**src/rtl/icache_dm_pkg.sv**
```systemverilog
// Shared types and helpers for the direct-mapped instruction cache.
// Contents:
//   S_OFFSET       byte-offset bits within a 32-byte line (fixed)
//   LINE_W         cache line width in bits
//   icache_state_t fill FSM states
//   addr_tag/addr_index/addr_word  address-split helpers
package icache_types;

  localparam int unsigned S_OFFSET = 5;
  localparam int unsigned LINE_W   = 256;

  typedef enum logic [1:0] {
    IDLE,
    FETCH,
    FILLED
  } icache_state_t;

  // Tag field, right-justified; caller truncates to its tag width.
  function automatic logic [31:0] addr_tag(input logic [31:0] addr, input int unsigned s_index);
    return addr >> (S_OFFSET + s_index);
  endfunction

  // Set index, right-justified; caller truncates to its index width.
  function automatic logic [31:0] addr_index(input logic [31:0] addr,
                                             input int unsigned s_index);
    return (addr >> S_OFFSET) & ((32'd1 << s_index) - 32'd1);
  endfunction

  // 32-bit word within the line.
  function automatic logic [2:0] addr_word(input logic [31:0] addr);
    return 3'(addr >> 2);
  endfunction

endpackage

```
**src/rtl/icache_dm_if.sv**
```systemverilog
// Fetch-side and memory-side bus bundle for icache_dm.
// Signals:
//   mem_read/mem_write/mem_address  fetch request from the pipeline
//   mem_rdata/mem_resp              fetched word and completion strobe
//   pmem_read/pmem_address          line-fill request to memory
//   pmem_rdata/pmem_resp            fill line data and one-cycle valid pulse
// Modports: slave = cache side, master = pipeline plus memory side.
interface icache_dm_if;
  import icache_types::*;

  logic              mem_read;
  logic              mem_write;
  logic [31:0]       mem_address;
  logic [31:0]       mem_rdata;
  logic              mem_resp;
  logic              pmem_read;
  logic [31:0]       pmem_address;
  logic [LINE_W-1:0] pmem_rdata;
  logic              pmem_resp;

  modport slave (
    input  mem_read, mem_write, mem_address, pmem_rdata, pmem_resp,
    output mem_rdata, mem_resp, pmem_read, pmem_address
  );

  modport master (
    output mem_read, mem_write, mem_address, pmem_rdata, pmem_resp,
    input  mem_rdata, mem_resp, pmem_read, pmem_address
  );

endinterface

```
**src/rtl/icache_dm_array.sv**
```systemverilog
// Generic storage array: asynchronous read, synchronous write.
// Parameters: Width (entry bits), Depth (entries, power of two),
//             ClearOnReset (zero all entries while rst_n is low).
// Ports:
//   clk, rst_n  clock and synchronous active-low reset
//   raddr/rdata combinational read port
//   we/waddr/wdata  synchronous write port (writes blocked during reset)
module icache_array #(
  parameter int unsigned Width        = 1,
  parameter int unsigned Depth        = 8,
  parameter bit          ClearOnReset = 1'b0
) (
  input  logic                     clk,
  input  logic                     rst_n,
  input  logic [$clog2(Depth)-1:0] raddr,
  output logic [Width-1:0]         rdata,
  input  logic                     we,
  input  logic [$clog2(Depth)-1:0] waddr,
  input  logic [Width-1:0]         wdata
);

  logic [Width-1:0] mem_q [Depth];

  assign rdata = mem_q[raddr];

  if (ClearOnReset) begin : g_clear
    always_ff @(posedge clk) begin
      if (!rst_n) begin
        for (int i = 0; i < int'(Depth); i++) begin
          mem_q[i] <= '0;
        end
      end else if (we) begin
        mem_q[waddr] <= wdata;
      end
    end
  end else begin : g_noclear
    // Contents are don't-care after reset; only suppress writes while in reset.
    always_ff @(posedge clk) begin
      if (we && rst_n) begin
        mem_q[waddr] <= wdata;
      end
    end
  end

endmodule

```
**src/rtl/icache_dm.sv**
```systemverilog
// Direct-mapped, read-only L1 instruction cache.
// Hits respond in the same cycle; a miss fetches one 256-bit line, spends one
// bubble cycle in FILLED, then re-looks-up and hits in IDLE.
// Ports:
//   clk, rst_n  clock and synchronous active-low reset
//   bus         icache_dm_if.slave (fetch side mem_*, memory side pmem_*)
//   hit_count, miss_count  performance counters, present only when
//                          ICACHE_PERF_CNT_EN is defined
module icache_dm
  import icache_types::*;
#(
  parameter int unsigned S_INDEX = 3
) (
  input  logic        clk,
  input  logic        rst_n,
  icache_dm_if.slave  bus
`ifdef ICACHE_PERF_CNT_EN
  ,
  output logic [31:0] hit_count,
  output logic [31:0] miss_count
`endif
);

  localparam int unsigned S_TAG = 32 - S_OFFSET - S_INDEX;
  localparam int unsigned Sets  = 1 << S_INDEX;

  icache_state_t state_q, state_d;
  logic [31:0]   fill_addr_q, fill_addr_d;

  logic [S_TAG-1:0]   req_tag, fill_tag, tag_rd;
  logic [S_INDEX-1:0] req_idx, fill_idx;
  logic [2:0]         req_word;
  logic               valid_rd;
  logic [LINE_W-1:0]  line_rd;
  logic               fill_we;
  logic               hit;
  logic               mem_resp;
  logic               pmem_read;
  logic [31:0]        pmem_address;

  assign req_tag  = S_TAG'(addr_tag(bus.mem_address, S_INDEX));
  assign req_idx  = S_INDEX'(addr_index(bus.mem_address, S_INDEX));
  assign req_word = addr_word(bus.mem_address);
  assign fill_tag = S_TAG'(addr_tag(fill_addr_q, S_INDEX));
  assign fill_idx = S_INDEX'(addr_index(fill_addr_q, S_INDEX));

  icache_array #(
    .Width        (1),
    .Depth        (Sets),
    .ClearOnReset (1'b1)
  ) u_valid (
    .clk   (clk),
    .rst_n (rst_n),
    .raddr (req_idx),
    .rdata (valid_rd),
    .we    (fill_we),
    .waddr (fill_idx),
    .wdata (1'b1)
  );

  icache_array #(
    .Width        (S_TAG),
    .Depth        (Sets),
    .ClearOnReset (1'b0)
  ) u_tag (
    .clk   (clk),
    .rst_n (rst_n),
    .raddr (req_idx),
    .rdata (tag_rd),
    .we    (fill_we),
    .waddr (fill_idx),
    .wdata (fill_tag)
  );

  icache_array #(
    .Width        (LINE_W),
    .Depth        (Sets),
    .ClearOnReset (1'b0)
  ) u_data (
    .clk   (clk),
    .rst_n (rst_n),
    .raddr (req_idx),
    .rdata (line_rd),
    .we    (fill_we),
    .waddr (fill_idx),
    .wdata (bus.pmem_rdata)
  );

  // Lookup is only meaningful in IDLE; FETCH/FILLED never respond.
  assign hit = (state_q == IDLE) && bus.mem_read && valid_rd && (tag_rd == req_tag);

  // Word mux is driven whenever the set is valid, independent of tag match.
  assign bus.mem_rdata = valid_rd ? line_rd[{req_word, 5'd0} +: 32] : 32'd0;

  always_comb begin
    state_d      = state_q;
    fill_addr_d  = fill_addr_q;
    fill_we      = 1'b0;
    mem_resp     = 1'b0;
    pmem_read    = 1'b0;
    pmem_address = 32'd0;
    unique case (state_q)
      IDLE: begin
        if (bus.mem_read) begin
          if (hit) begin
            mem_resp = 1'b1;
          end else begin
            fill_addr_d = {bus.mem_address[31:5], 5'd0};
            state_d     = FETCH;
          end
        end
      end
      FETCH: begin
        // Fill always completes for the latched address, whatever mem_* does.
        pmem_read    = 1'b1;
        pmem_address = fill_addr_q;
        if (bus.pmem_resp) begin
          fill_we = 1'b1;
          state_d = FILLED;
        end
      end
      FILLED: begin
        state_d = IDLE;
      end
      default: begin
        state_d = IDLE;
      end
    endcase
  end

  always_ff @(posedge clk) begin
    if (!rst_n) begin
      state_q     <= IDLE;
      fill_addr_q <= 32'd0;
    end else begin
      state_q     <= state_d;
      fill_addr_q <= fill_addr_d;
    end
  end

  assign bus.mem_resp     = mem_resp;
  assign bus.pmem_read    = pmem_read;
  assign bus.pmem_address = pmem_address;

`ifdef ICACHE_PERF_CNT_EN
  logic [31:0] hit_count_q, miss_count_q;

  always_ff @(posedge clk) begin
    if (!rst_n) begin
      hit_count_q  <= 32'd0;
      miss_count_q <= 32'd0;
    end else begin
      if (mem_resp) begin
        hit_count_q <= hit_count_q + 32'd1;
      end
      if ((state_q == IDLE) && (state_d == FETCH)) begin
        miss_count_q <= miss_count_q + 32'd1;
      end
    end
  end

  assign hit_count  = hit_count_q;
  assign miss_count = miss_count_q;
`endif

`ifndef SYNTHESIS
  // The cache is read-only; a simultaneous write request indicates a pipeline bug.
  a_no_write_with_read: assert property (
    @(posedge clk) disable iff (!rst_n) !(bus.mem_write && bus.mem_read)
  );
`endif

endmodule
```
**src/flat_wrapper.sv**
```systemverilog
// flat-port wrapper written by rule: the top's interface ports become plain ports
module icache_dm_flat import icache_types::*;
#(
  parameter int unsigned S_INDEX = 3
)
  (clk, rst_n, bus_mem_read, bus_mem_write, bus_mem_address, bus_pmem_rdata, bus_pmem_resp, bus_mem_rdata, bus_mem_resp, bus_pmem_read, bus_pmem_address);
  icache_dm_if bus_i ();
  input  logic clk;
  input  logic rst_n;
  input wire logic [$bits(bus_i.mem_read)-1:0] bus_mem_read;
  input wire logic [$bits(bus_i.mem_write)-1:0] bus_mem_write;
  input wire logic [$bits(bus_i.mem_address)-1:0] bus_mem_address;
  input wire logic [$bits(bus_i.pmem_rdata)-1:0] bus_pmem_rdata;
  input wire logic [$bits(bus_i.pmem_resp)-1:0] bus_pmem_resp;
  output wire logic [$bits(bus_i.mem_rdata)-1:0] bus_mem_rdata;
  output wire logic [$bits(bus_i.mem_resp)-1:0] bus_mem_resp;
  output wire logic [$bits(bus_i.pmem_read)-1:0] bus_pmem_read;
  output wire logic [$bits(bus_i.pmem_address)-1:0] bus_pmem_address;
  assign bus_i.mem_read = bus_mem_read;
  assign bus_i.mem_write = bus_mem_write;
  assign bus_i.mem_address = bus_mem_address;
  assign bus_i.pmem_rdata = bus_pmem_rdata;
  assign bus_i.pmem_resp = bus_pmem_resp;
  assign bus_mem_rdata = bus_i.mem_rdata;
  assign bus_mem_resp = bus_i.mem_resp;
  assign bus_pmem_read = bus_i.pmem_read;
  assign bus_pmem_address = bus_i.pmem_address;
  icache_dm #(.S_INDEX(S_INDEX)) u_core (.clk(clk), .rst_n(rst_n), .bus(bus_i));
endmodule
```
**config.mk**
```make
export PLATFORM = sky130hd
export DESIGN_NAME = icache_dm_flat
export DESIGN_NICKNAME = d
export VERILOG_FILES = /design/src/rtl/icache_dm_pkg.sv /design/src/rtl/icache_dm_if.sv /design/src/rtl/icache_dm_array.sv /design/src/rtl/icache_dm.sv /design/src/flat_wrapper.sv
export SDC_FILE = /design/constraint.sdc
export NUM_CORES = 2
export LEC_CHECK = 0
export BUFFER_PORTS_ARGS = -buffer_cell sky130_fd_sc_hd__clkbuf_2
export CAP_MARGIN = 20
export CORE_MARGIN = 8
export CORE_UTILIZATION = 55
export CTS_BUF_LIST = sky130_fd_sc_hd__clkbuf_4
export DETAILED_ROUTE_END_ITERATION = 10
export GPL_TIMING_DRIVEN = 0
export PLACE_DENSITY = 0.72
export SETUP_SLACK_MARGIN = 0.15
export SLEW_MARGIN = 0
export SYNTH_ARGS = -nofsm -noshare
export SYNTH_HDL_FRONTEND = slang
export SYNTH_SLANG_ARGS = --single-unit
```
**constraint.sdc**
```tcl
create_clock -name clk -period 66.2 [get_ports clk]
set_clock_uncertainty 0.1 [all_clocks]
set_input_delay 13.24 -clock clk [delete_from_list [all_inputs] [get_ports clk]]
set_output_delay 13.24 -clock clk [all_outputs]
set_load 0.02 [all_outputs]
```
==> results.md <==
* Fin crit share at 46.44%
* # DRC at 0
* Placed inst area at 93830 sq um
* Sw Share at 21.61%
* TritonCTS clock tree: yes
* Clock slew at reported path FFs at 0.06 ns
* Leak at 33.38 nW
* Net Switching at 627.0 uW
* I/O pins at 359
* RSZ-0062 raised after global routing: false
* Initial Utilization at 55.16%
* Reg area at 68010 sq um
* Port bufs at 343
* Router iterations before antenna repair at 8
* Mapped Avg Cell Area at 24.82 sq um
* Sequential power share at 55.0%
* Unique masters post-synth at 40
* DR vias at 43130
* Seq/Total Area, Yosys at 78.21%
* GR Util met2 at 39.18%
* CTS Sinks at 2277
* Die H at 413.6 um
* PostCTS Resize Cnt at 0
* Chip width at 413.6 um
* IR drop worst, VDD at 0.02196 mV
* Largest net degree at the start of global routing at 27
* Postcts setup bufs at 0
* Worst path required time at 52.86 ns
* All-Layer GR Usage at 25.03%
* Drt wl/cell at 30.22 um
* DRT iter0 DRCs at 4963
* Final setup fails at 0
* Max Freq at 0.03253 GHz
* Setup TNS at 0 ns
* YS warnings at 0
* Clock Power Share at 39.9%
* Worst Max-Slew Pin Slew at 1.126 ns
* Final WL at 214000 um
* Hold Buf Count CTS at 0
* Internal Power at 2.275 mW
* Share of layout cells above drive strength 1 at 45.02%
* Die footprint at 171100 sq um
* Initial antenna violation count at 74
* Multi-input gate area at 18040 sq um
* Setup CP Type: in -> out
* Root buffer cell: clkbuf_4
* Vias in the first global route at 44590
* Worst-case clock buffer depth at 4
* Max-Slew Margin vs Limit at 24.95%
* Gr busiest metal: met2
* Fin crit period at 30.74 ns
* Core Region at 157600 sq um
* Detailed placer's ending HPWL at 142400 um
* Finished Cell Area at 101000 sq um
* Via-to-Cell Ratio at 6.089
* Worst setup EP type: output port
* RePlAce Congestion at 0.8527
* Met1 usage at 34.12%
* Combinational share of power at 5.1%
* Inserted Clock Buffers at 588
* Count of pins over their slew limit at 0
* Site row count at 146
* Status: finished, final reports clean
* Fill count at 10410
* GRT overflow at 0
* Type of the most critical hold path: reg -> reg
* Crit path max fanout at 10
* GR Util met3 at 7.262%
* Routed Antenna Nets at 0
* Pwr/cell area at 28.72 nW/um^2
* Max-Cap Viols at 0
* Final net count at 4889
* Post-synthesis sequential element count at 2277
* Final hold vios at 0
* Critical path launch point type: input pin
* Clock latency on the worst-skew pair at 1.35 ns
* Mapped cell area at 86950 sq um
* CP arrival at 17.40 ns
* Mapped Cells at 3503
* # H-tree levels at 6
* First-pass GRT wire length at 305700 um
* Area growth from synthesis to layout at 16.19%
power by group through the flow:
stage	Sequential, mW	Combinational [mW]	Clock [mW]
6_report	1.60	0.149	1.16
5_1_grt	1.59	0.158	1.26
4_1_cts	1.60	0.150	1.18
3_5_place_dp	1.63	0.150	0
3_3_place_gp	1.63	0.143	0
2_1_floorplan	1.63	0.0828	0
synthesized netlist by cell type (all sizes together):
cell | instances | area, sq um
edfxtp | 2240 | 67260
mux4 | 685 | 15430
buf | 140 | 788.3
mux2i | 82 | 820.8
nand2 | 59 | 221.5
clkbuf | 51 | 191.4
nor2b | 38 | 237.7
dfxtp | 37 | 740.7
a211oi | 30 | 225.2
and2 | 27 | 168.9
mux2 | 18 | 202.7
nor2 | 10 | 37.54
xor2 | 10 | 87.58
a21o | 8 | 60.06
nand4 | 8 | 50.05
o22ai | 8 | 50.05
a22o | 7 | 61.31
o21ai | 7 | 35.03
or3 | 7 | 43.79
xnor2 | 6 | 52.55
nand2b | 5 | 31.28
a221oi | 3 | 32.53
nor3 | 2 | 10.01
nor4 | 2 | 12.51
nor4b | 2 | 23.77
o2bb2ai | 2 | 17.52
a22oi | 1 | 7.510
a31o | 1 | 8.760
and3 | 1 | 6.260
and4b | 1 | 10.01
conb | 1 | 3.750
inv | 1 | 3.750
nand3 | 1 | 5.000
nand3b | 1 | 7.510
o21a | 1 | 7.510
area by class of cell:
class	instances	share of cell area (%)
flip-flops and latches	2277	67.31
multi-input cells	1038	17.86
clock buffers	859	6.383
repair buffers	499	4.193
well taps	2072	2.566
plain buffers	191	0.9697
clock inverters	102	0.6093
diodes	44	0.1090
inverters	1	0.003715
cell families (layout without fill, tap and decap cells):
| kind of cell | after synthesis | after routing | share of synthesized area, % |
|---|---|---|---|
| buffers and inverters | 192 | 1652 | 1.131 |
| muxes | 785 | 785 | 18.92 |
| AOI/OAI and AO/OA | 68 | 68 | 0.5813 |
| xor gates and xnor gates | 16 | 16 | 0.1612 |
| other | 1 | 49 | 0.004313 |
| and+or+nand+nor | 164 | 164 | 0.9957 |
| DFF | 2277 | 2277 | 78.21 |
flip-flops by register name, indices dropped and copies added (netlist names):
register              flops
u_core.u_valid.mem_q      8
u_core.state_q            2
u_core.u_tag.mem_q      192
u_core.fill_addr_q       27
u_core.u_data.mem_q    2048
routing by layer:
metal	part of all wire [%]	up-vias	wire, um
met5	0.098	-	209
met4	2.8	32	5962
met3	9.6	428	20500
met2	49	2229	104600
met1	39	22620	82790
li1	-	17820	-
placed cells by master (no fill, tap or decap), types with 8 or more instances in the layout:
cell       Yosys  layout
a211oi_1      30      30
a21o_1         8       8
and2_1        27      27
buf_1          9       9
buf_12         0      69
buf_2        108     108
buf_4         12      16
buf_6         11      71
buf_8          0      16
bufinv_16      0       8
clkbuf_1      51      51
clkbuf_2       0     343
clkbuf_4       0     859
clkinv_1       0      70
clkinv_2       0       9
dfxtp_1       37      37
diode_2        0      44
edfxtp_1    2240    2240
inv_2          0      12
mux2_2        18      18
mux2i_1       82      81
mux4_2       685     685
nand2_1       59      59
nand4_1        8       8
nor2b_1       38      38
o22ai_1        8       8
xor2_1        10      10
path summary, 6_finish.rpt:
check                             startpoint                                    end  slack, ns  cells after the start
min reg2reg  u_core.u_valid.mem_q[6]$_DFF_P_        u_core.u_valid.mem_q[6]$_DFF_P_       0.35                      1
max                       bus_mem_address[5]                       bus_mem_rdata[9]      35.46                     10
max reg2reg   u_core.state_q[0]$_SDFFE_PN0P_  u_core.u_data.mem_q[0][117]$_DFFE_PP_      62.33                     13
min          u_core.u_valid.mem_q[6]$_DFF_P_        u_core.u_valid.mem_q[6]$_DFF_P_       0.35                      1
per-stage QoR:
step | worst slack, ns | hold WS [ns] | util (%) | power, mW | cells
after CTS | 35.34 | 0.3585 | 64.00 | 2.926 | 7037
after global placement | 11.38 | 0.3282 | 57.90 | 1.778 | 5922
after detailed placement | 35.34 | 0.3434 | 59.52 | 1.776 | 6076
final | 35.46 | 0.3536 | 64.09 | 2.902 | 7083
after floorplan | 32.15 | 0.3211 | - | 1.712 | 3507
after global routing | 35.20 | 0.3729 | 64.06 | 3.008 | 7067
critical path, stage by stage:
cell	delay [ns]
buf_6	0.16
buf_6	0.20
buf_2	0.46
buf_2	0.53
buf_2	0.50
mux4_2	0.58
mux4_2	0.54
a211oi_1	0.78
a211oi_1	0.16
clkbuf_2	0.22
Power figures use the tool's default switching activity.
